`src/rtl/fft_frame_loader_if.sv`:
```
// fft_frame_loader_if
//   Bundles the three handshakes around the frame loader so they travel as
//   one port.
//   sample_valid / sample_data / sample_ready : upstream valid/ready sample stream
//   it_cnt_strobe / serial_out                : shift enable and word for the
//                                               serial-to-parallel input register
//   fft_ready / frame_start / fft_done        : frame handoff with the FFT core
//   Modports:
//     slave  - loader side (fft_frame_loader)
//     master - environment side (sample front end, shift register, FFT core)
interface fft_frame_loader_if #(
  parameter int DATA_W = 16
);
  logic              sample_valid;
  logic [DATA_W-1:0] sample_data;
  logic              sample_ready;
  logic              it_cnt_strobe;
  logic [DATA_W-1:0] serial_out;
  logic              fft_ready;
  logic              frame_start;
  logic              fft_done;

  modport slave (
    input  sample_valid, sample_data, fft_ready, fft_done,
    output sample_ready, it_cnt_strobe, serial_out, frame_start
  );

  modport master (
    output sample_valid, sample_data, fft_ready, fft_done,
    input  sample_ready, it_cnt_strobe, serial_out, frame_start
  );
endinterface

```
`src/rtl/fft_frame_loader.sv`:
```
// fft_frame_loader
//   Sequences the serial-to-parallel input shift register that feeds the FFT
//   core. Accepted samples are replayed one cycle later as a registered shift
//   strobe plus word. After NUM_SAMPLES shifts the full frame is handed to the
//   core with a one-cycle frame_start. New input is then held off until the
//   core pulses fft_done.
//   Ports:
//     clk          - system clock (400 MHz)
//     n_rst        - asynchronous active-low reset
//     enable       - level-sensitive permission to fill frames
//     abort        - synchronous frame abort, returns to IDLE
//     bus          - sample stream, shift-register feed and core handshake
//     busy         - high whenever the loader is not IDLE
//     sample_count - samples accepted into the current frame
//     frame_count  - frames handed to the core, wraps 255 -> 0
module fft_frame_loader #(
  parameter int NUM_SAMPLES = 48,
  parameter int DATA_W      = 16,
  parameter int CNT_W       = 6
) (
  input  logic              clk,
  input  logic              n_rst,
  input  logic              enable,
  input  logic              abort,
  fft_frame_loader_if.slave bus,
  output logic              busy,
  output logic [CNT_W-1:0]  sample_count,
  output logic [7:0]        frame_count
);

  typedef enum logic [2:0] {
    IDLE,
    FILL,
    FLUSH,
    WAIT_CORE,
    PROCESS
  } state_t;

  state_t state;
  state_t state_next;

  logic              ready;
  logic              accept;
  logic              last_sample;
  logic              handoff;
  logic              strobe_q;
  logic [DATA_W-1:0] serial_q;
  logic              frame_start_q;

  // The accept that lands on this count completes the frame.
  assign last_sample = (sample_count == CNT_W'(NUM_SAMPLES - 1));
  assign accept      = bus.sample_valid && ready;

  // State register.
  always_ff @(posedge clk or negedge n_rst) begin
    if (!n_rst) begin
      state <= IDLE;
    end else begin
      // NOTE: sequential state uses non-blocking assignment so every flop
      // samples pre-edge values regardless of process ordering.
      state <= state_next;
    end
  end

  // Next-state logic. Abort overrides every transition, including the
  // WAIT_CORE handoff when fft_ready arrives in the same cycle.
  always_comb begin
    // NOTE: default assignment first so no path leaves state_next unassigned
    // and infers a latch.
    state_next = state;
    if (abort) begin
      state_next = IDLE;
    end else begin
      unique case (state)
        IDLE:      if (enable) state_next = FILL;
        FILL:      if (accept && last_sample) state_next = FLUSH;
        FLUSH:     state_next = WAIT_CORE;
        WAIT_CORE: if (bus.fft_ready) state_next = PROCESS;
        PROCESS:   if (bus.fft_done) state_next = enable ? FILL : IDLE;
        default:   state_next = IDLE;
      endcase
    end
  end

  // Combinational outputs. Leaving FILL on the last accept drops ready on the
  // following edge, so no sample beyond NUM_SAMPLES is taken.
  always_comb begin
    ready   = (state == FILL) && enable && !abort;
    busy    = (state != IDLE);
    handoff = (state == WAIT_CORE) && bus.fft_ready && !abort;
  end

  assign bus.sample_ready = ready;

  // Registered outputs and counters. An accepted sample is replayed as
  // strobe + word in the next cycle, so the register shifts one edge later.
  // Abort gates ready, so no strobe is ever produced for a sample presented
  // alongside abort.
  always_ff @(posedge clk or negedge n_rst) begin
    if (!n_rst) begin
      strobe_q      <= 1'b0;
      serial_q      <= '0;
      frame_start_q <= 1'b0;
      sample_count  <= '0;
      frame_count   <= '0;
    end else begin
      strobe_q      <= accept;
      frame_start_q <= handoff;
      if (accept) begin
        serial_q <= bus.sample_data;
      end
      if (abort || handoff) begin
        sample_count <= '0;
      end else if (accept) begin
        sample_count <= sample_count + CNT_W'(1);
      end
      if (handoff) begin
        frame_count <= frame_count + 8'd1;
      end
    end
  end

  assign bus.it_cnt_strobe = strobe_q;
  assign bus.serial_out    = serial_q;
  assign bus.frame_start   = frame_start_q;

endmodule

```
`src/flat_wrapper.sv`:
```
// flat-port wrapper written by rule: the top's interface ports become plain ports
module fft_frame_loader_flat 
#(
  parameter int NUM_SAMPLES = 48,
  parameter int DATA_W      = 16,
  parameter int CNT_W       = 6
)
  (clk, n_rst, enable, abort, busy, sample_count, frame_count, bus_sample_valid, bus_sample_data, bus_fft_ready, bus_fft_done, bus_sample_ready, bus_it_cnt_strobe, bus_serial_out, bus_frame_start);
  fft_frame_loader_if #(.DATA_W(DATA_W)) bus_i ();
  input  logic clk;
  input  logic n_rst;
  input  logic enable;
  input  logic abort;
  output logic busy;
  output logic [CNT_W-1:0] sample_count;
  output logic [7:0] frame_count;
  input wire logic [$bits(bus_i.sample_valid)-1:0] bus_sample_valid;
  input wire logic [$bits(bus_i.sample_data)-1:0] bus_sample_data;
  input wire logic [$bits(bus_i.fft_ready)-1:0] bus_fft_ready;
  input wire logic [$bits(bus_i.fft_done)-1:0] bus_fft_done;
  output wire logic [$bits(bus_i.sample_ready)-1:0] bus_sample_ready;
  output wire logic [$bits(bus_i.it_cnt_strobe)-1:0] bus_it_cnt_strobe;
  output wire logic [$bits(bus_i.serial_out)-1:0] bus_serial_out;
  output wire logic [$bits(bus_i.frame_start)-1:0] bus_frame_start;
  assign bus_i.sample_valid = bus_sample_valid;
  assign bus_i.sample_data = bus_sample_data;
  assign bus_i.fft_ready = bus_fft_ready;
  assign bus_i.fft_done = bus_fft_done;
  assign bus_sample_ready = bus_i.sample_ready;
  assign bus_it_cnt_strobe = bus_i.it_cnt_strobe;
  assign bus_serial_out = bus_i.serial_out;
  assign bus_frame_start = bus_i.frame_start;
  fft_frame_loader #(.NUM_SAMPLES(NUM_SAMPLES), .DATA_W(DATA_W), .CNT_W(CNT_W)) u_core (.clk(clk), .n_rst(n_rst), .enable(enable), .abort(abort), .bus(bus_i), .busy(busy), .sample_count(sample_count), .frame_count(frame_count));
endmodule
```
`config.mk`:
```
export PLATFORM = sky130hd
export DESIGN_NAME = fft_frame_loader_flat
export DESIGN_NICKNAME = d
export VERILOG_FILES = /design/src/rtl/fft_frame_loader_if.sv /design/src/rtl/fft_frame_loader.sv /design/src/flat_wrapper.sv
export SDC_FILE = /design/constraint.sdc
export NUM_CORES = 1
export LEC_CHECK = 0
export BUFFER_PORTS_ARGS = -buffer_cell sky130_fd_sc_hd__buf_2
export CAP_MARGIN = 20
export CORE_MARGIN = 5
export CORE_UTILIZATION = 25
export CTS_CLUSTER_SIZE = 24
export DETAILED_ROUTE_END_ITERATION = 7
export GPL_TIMING_DRIVEN = 0
export PLACE_DENSITY_LB_ADDON = 0.2
export SYNTH_ARGS = -nofsm -noshare
export SYNTH_HDL_FRONTEND = slang
export SYNTH_SLANG_ARGS = --single-unit
```
`constraint.sdc`:
```
create_clock -name clk -period 3.4 [get_ports clk]
set_input_delay 0.85 -clock clk [delete_from_list [all_inputs] [get_ports clk]]
set_output_delay 0.85 -clock clk [all_outputs]
set_load 0.01 [all_outputs]
```
==> results of run 1 <==
[how the worst min path moves through the flow]
stage	end	startpoint	depth (start not counted)
detailed placement	u_core.frame_count[7]	u_core.frame_count[7]	1
CTS	u_core.frame_count[7]	u_core.frame_count[7]	1
floorplan	u_core.frame_count[7]	u_core.frame_count[7]	1
finish	u_core.frame_count[7]	u_core.frame_count[7]	1
global route	u_core.frame_count[7]	u_core.frame_count[7]	1
global placement	u_core.frame_count[7]	u_core.frame_count[7]	1
[stage by stage]
step           instance area, um2  instances
6_report                     2080        269
5_1_grt                      2080        269
3_3_place_gp                 1990        261
2_1_floorplan                1620        129
4_1_cts                      2080        269
3_5_place_dp                 1990        261
[metal layers]
layer	vias to the layer above	part of all wire	track usage
met5	-	0	0
met4	0	0.0069	0.0409
met3	2	0.044	0.0283
met2	27	0.51	0.156
met1	597	0.44	0.120
li1	587	-	-
[registers in the layout, summed over array words and instances, names as in the netlist]
name                      flops
u_core.bus.frame_start        1
u_core.bus.it_cnt_strobe      1
u_core.frame_count            8
u_core.bus.serial_out        16
u_core.sample_count           6
u_core.state                  3
[kinds of logic after synthesis]
logic type,share of synthesized area
xor+xnor,0.0378
fa+ha+maj,0.0154
buf+inv,0.0524
simple gates,0.156
flops,0.540
mux,0.161
compound gates,0.0378
[area by class of cell]
| class | count | area [um2] |
|---|---|---|
| flip-flops and latches | 35 | 876 |
| inverters | 9 | 33.8 |
| well taps | 77 | 96.3 |
| repair buffers | 55 | 275 |
| clock inverters | 3 | 20.0 |
| multi-input cells | 80 | 662 |
| plain buffers | 5 | 51.3 |
| clock buffers | 5 | 68.8 |
| fillers | 676 | 4270 |
[cell usage after synthesis, types with 2 or more instances]
| cell | number | area, um2 |
|---|---|---|
| nor3_1 | 6 | 30.0 |
| mux2_2 | 9 | 101 |
| ha_1 | 2 | 25.0 |
| mux2_4 | 8 | 120 |
| nor2_1 | 4 | 15.0 |
| nand2_1 | 4 | 15.0 |
| dfrtp_1 | 35 | 876 |
| mux2i_1 | 4 | 40.0 |
| nor4_1 | 3 | 18.8 |
| buf_6 | 2 | 22.5 |
| xnor2_1 | 2 | 17.5 |
| nand4_1 | 3 | 18.8 |
| nand3_1 | 13 | 65.1 |
| inv_1 | 9 | 33.8 |
| xor2_1 | 5 | 43.8 |
[critical path, cell delays in order]
cell and delay, ns:
buf_2 0.14, or4b_1 0.54, buf_6 0.17, nor2_1 0.07, buf_2 0.13
[power breakdown]
group / switching, uW / leakage (uW) / internal [uW]
sequential: 29.1 / 0.000459 / 477
clock: 160 / 0.0000402 / 143
combinational: 99.2 / 0.000574 / 119
total: 288 / 0.00107 / 739
[cells in the final DEF (no fill, tap or decap), types with 2 or more instances in the layout]
cell / n
buf_2: 56
dfrtp_1: 35
nand3_1: 13
inv_1: 9
mux2_2: 9
mux2_4: 8
nor3_1: 6
xor2_1: 5
clkbuf_8: 5
nand2_1: 4
nor2_1: 4
mux2i_1: 4
nand4_1: 3
nor4_1: 3
buf_6: 2
xnor2_1: 2
ha_1: 2
clkinvlp_4: 2
==> results.md, run 1 <==
- Status: finished, final reports clean
- Overall routing resource usage: 0.0967
- Pin count of the biggest net entering global routing: 36
- Leakage: 0.00107 uW
- Clock sink count: 35
- Die H: 90.6 um
- Synth Register Bits: 35
- Die Area: 8200 um2
- Syn Area/Cell: 12.6 um2
- RSZ-0062 raised after global routing: no
- Asr flop ratio synth: 1.00
- Post-CTS sizing: 0
- Diode count: 0
- CTS Buffer Depth: 2
- Clk slew on worst S/H paths: 0.07 ns
- Worst Tran Pin Value: 0.808 ns
- Synth Net Count: 154
- Post-synth cell types: 35
- DRT Pass-1 Iters: 4
- DRC viols: 0
- Worst reg2reg path startpoint: u_core.state[1]
- Crit path DAT: 1.91 ns
- Post-DR vias/cell: 4.51
- Worst-Skew Late Latency: 0.29 ns
- Worst Hold Class: flip-flop to flip-flop
- Global route total overflow: 0
- Nets: 216
- CTS tree: yes
- # H-tree levels: 2
- Drt initial violations: 42
- Postcts setup bufs: 0
- Post-Place Setup Slack: 0.636 ns
- Util after Layout: 0.328
- CP endpoint: bus_sample_ready
- CTS Buf Count: 5
- Fin crit share: 0.813
- Peak Freq: 362 MHz
- Max-cap violations: 0
- Root Driver: clkbuf_8
- Pwr dens: 493 nW/um2
- Nature of the critical path startpoint: input port
- Aggregate routed wire length: 3.76 mm
- Crit end category: output pin
- Die Wd: 90.6 um
- Pwr Total: 1030 uW
- Fin. Hold Viols: 0
- Syn Inst Count: 129
- Reg2reg end: u_core.bus.serial_out[7]
- FF-to-FF setup slack: 1.40 ns
- WL per Instance: 14.0 um
- Layout cell share with drive strength beyond 1: 0.443
- Initial Utilization: 0.256
- Ys flop type: dfrtp_1
- RePlAce Congestion: 0.690
- Post-synth EDFFs: 0
- Final number of setup-violating endpoints: 0
- Boundary Pins: 57
- Clock skew: 0.0102 ns
- Crit. Startpoint: abort
- Post-DP HPWL: 2.71 mm
- Min cycle time layout: 2.76 ns
- Hold buffer count at cts: 0
- Seq/Total Area, Yosys: 0.540
- CP required: 2.55 ns
- Routed Antenna Nets: 0
- DR vias: 1213
- First-pass GRT wire length: 6.41 mm
- Final setup TNS: 0 ns
- Worst Setup Path Type: input port to output pin
- Rows: 29
- Final WS setup: 0.637 ns
- CORE AREA: 6350 um2
- WHS: 0.465 ns
- Worst r2r path cells: 6
- Max-slew violations: 0
- Rel. slew slack: 0.461
- Syn. warnings: 0
- Worst vdd ir: 174 uV
- Crit-path max FO: 9
- Post-synthesis instance area: 1620 um2
- Number of port buffers: 55
- Antenna violations before repair: 0
- Vias in the first global route: 1250
- Area Growth Syn to Fin: 28.4%
(Power assumes the default switching activity.)
==> inputs of run 2 (changes only) <==
==> constraint.sdc (replaced) <==
create_clock -name clk -period 2.35 [get_ports clk]
set_input_delay 0.5875 -clock clk [delete_from_list [all_inputs] [get_ports clk]]
set_output_delay 0.5875 -clock clk [all_outputs]
set_load 0.01 [all_outputs]
==> run 2 against run 1 <==
Against the previous run:
- worst hold slack worse by 0.077 ns
- critical path depth stayed put
- count of clock-buffer cells in the layout stayed put
- clock skew hardly changed
- utilization is 0.35 points higher
- global-route usage stayed put
- sequential power is 45% higher
- combinational power is 47% higher
- final area is 1.1% higher
==> results.md, run 2 (synthesized netlist as in run 1, its figures left out) <==
- Status: finished, final reports clean
- Root Driver: clkbuf_8
- DRC viols: 0
- First-pass GRT wire length: 6.41 mm
- Boundary Pins: 57
- Post-DR vias/cell: 4.50
- Max reg flops: 16
- RSZ-0062 raised after global routing: no
- Diode count: 0
- CTS tree: yes
- Max-slew violations: 0
- Worst vdd ir: 251 uV
- Die Wd: 90.6 um
- Vias in the first global route: 1250
- FF-to-FF setup slack: 0.22 ns
- Peak Freq: 448 MHz
- CTS Buf Count: 5
- Routed Antenna Nets: 0
- Non-Filler Cell Area, Final: 2110 um2
- Pwr Total: 1490 uW
- Clock skew: 0.00986 ns
- Pin count of the biggest net entering global routing: 36
- Hold buffer count at cts: 0
- Worst-Skew Late Latency: 0.29 ns
- Clk slew on worst S/H paths: 0.08 ns
- Worst r2r path cells: 7
- Crit-path max FO: 10
- DRT Pass-1 Iters: 4
- Fin crit share: 0.950
- CTS Buffer Depth: 2
- Commonest non-fill, non-tap cell in the layout: buf_2
- Reg2reg end: u_core.bus.serial_out[7]
- Fill cell count: 673
- Cell area after placement: 1990 um2
- Antenna violations before repair: 0
- Worst Setup Path Type: flip-flop to output pin
- CP required: 1.76 ns
- Crit path DAT: 1.65 ns
- Post-DP HPWL: 2.71 mm
- DR vias: 1223
- WL per Instance: 13.8 um
- Nature of the critical path startpoint: flip-flop
- Min cycle time layout: 2.23 ns
- Area Growth Syn to Fin: 29.8%
- Worst Tran Pin Value: 0.807 ns
- Rows: 29
- # H-tree levels: 2
- Clock sink count: 35
- Worst Hold Class: input port to async pin
- Final number of setup-violating endpoints: 0
- Pwr dens: 707 nW/um2
- CORE AREA: 6350 um2
- Leakage: 0.00109 uW
- Drt initial violations: 72
- Die H: 90.6 um
- Most frequent cells in the layout: buf_2 (56), dfrtp_1 (35), nand3_1 (13)
- Max-cap violations: 0
- Util after Layout: 0.332
- Global route total overflow: 0
- Rel. slew slack: 0.462
- Worst reg2reg path startpoint: u_core.state[1]
- Layout cell share with drive strength beyond 1: 0.451
- RePlAce Congestion: 0.690
- Final setup TNS: 0 ns
- Crit end category: output pin
- Die Area: 8200 um2
- Aggregate routed wire length: 3.75 mm
- WHS: 0.389 ns
- Overall routing resource usage: 0.0967
- Number of port buffers: 55
- Nets: 219
- Initial Utilization: 0.256
- Fin. Hold Viols: 0
run 2: how the worst max path moves through the flow:
stage / slack [ns] / cells after the start / endpoint / from
after floorplan: 0.32 / 3 / bus_sample_ready / abort
after global placement: 0.07 / 6 / u_core.bus.serial_out[7] / abort
after detailed placement: 0.07 / 6 / u_core.bus.serial_out[7] / abort
after CTS: 0.06 / 5 / bus_sample_ready / u_core.state[1]
after global routing: 0.01 / 5 / bus_sample_ready / u_core.state[1]
final: 0.12 / 5 / bus_sample_ready / u_core.state[1]
run 2: area by class of cell:
class / count / area (um2) / area share
clock inverters: 3 / 20.0 / 0.00951
flip-flops and latches: 35 / 876 / 0.416
plain buffers: 5 / 51.3 / 0.0244
inverters: 9 / 33.8 / 0.0160
clock buffers: 5 / 68.8 / 0.0327
well taps: 77 / 96.3 / 0.0458
multi-input cells: 80 / 662 / 0.314
repair buffers: 58 / 298 / 0.141
run 2: report_power, final:
| group | switching, uW | internal [uW] | leakage, uW | total, uW |
|---|---|---|---|---|
| registers | 42.1 | 690 | 0.000459 | 732 |
| logic | 145 | 176 | 0.000587 | 321 |
| clock network | 230 | 206 | 0.0000402 | 437 |
| total | 417 | 1070 | 0.00109 | 1490 |
run 2: metrics by stage:
step / setup slack [ns] / instances
2_1_floorplan: 0.323 / 129
3_3_place_gp: 0.0725 / 261
3_5_place_dp: 0.0723 / 261
4_1_cts: 0.0617 / 269
5_1_grt: 0.0143 / 272
6_report: 0.117 / 272
run 2: critical path: stages (launching register included):
cell	delay, ns
dfrtp_1	0.38
buf_6	0.13
or4b_1	0.51
buf_6	0.14
nor2_1	0.07
buf_2	0.13
run 2: what timing repair did:
item                       4_1_cts  5_1_grt
setup endpoints to repair        0        1
setup buffers                    0        3
gates resized for setup          0        0
run 2: per-layer routing:
layer,vias to the layer above,share of wire,wire (um),track usage
li1,594,-,-,-
met1,599,0.44,1640,0.120
met2,26,0.51,1910,0.156
met3,4,0.043,161,0.0283
met4,0,0.011,40,0.0409
met5,-,0,0,0
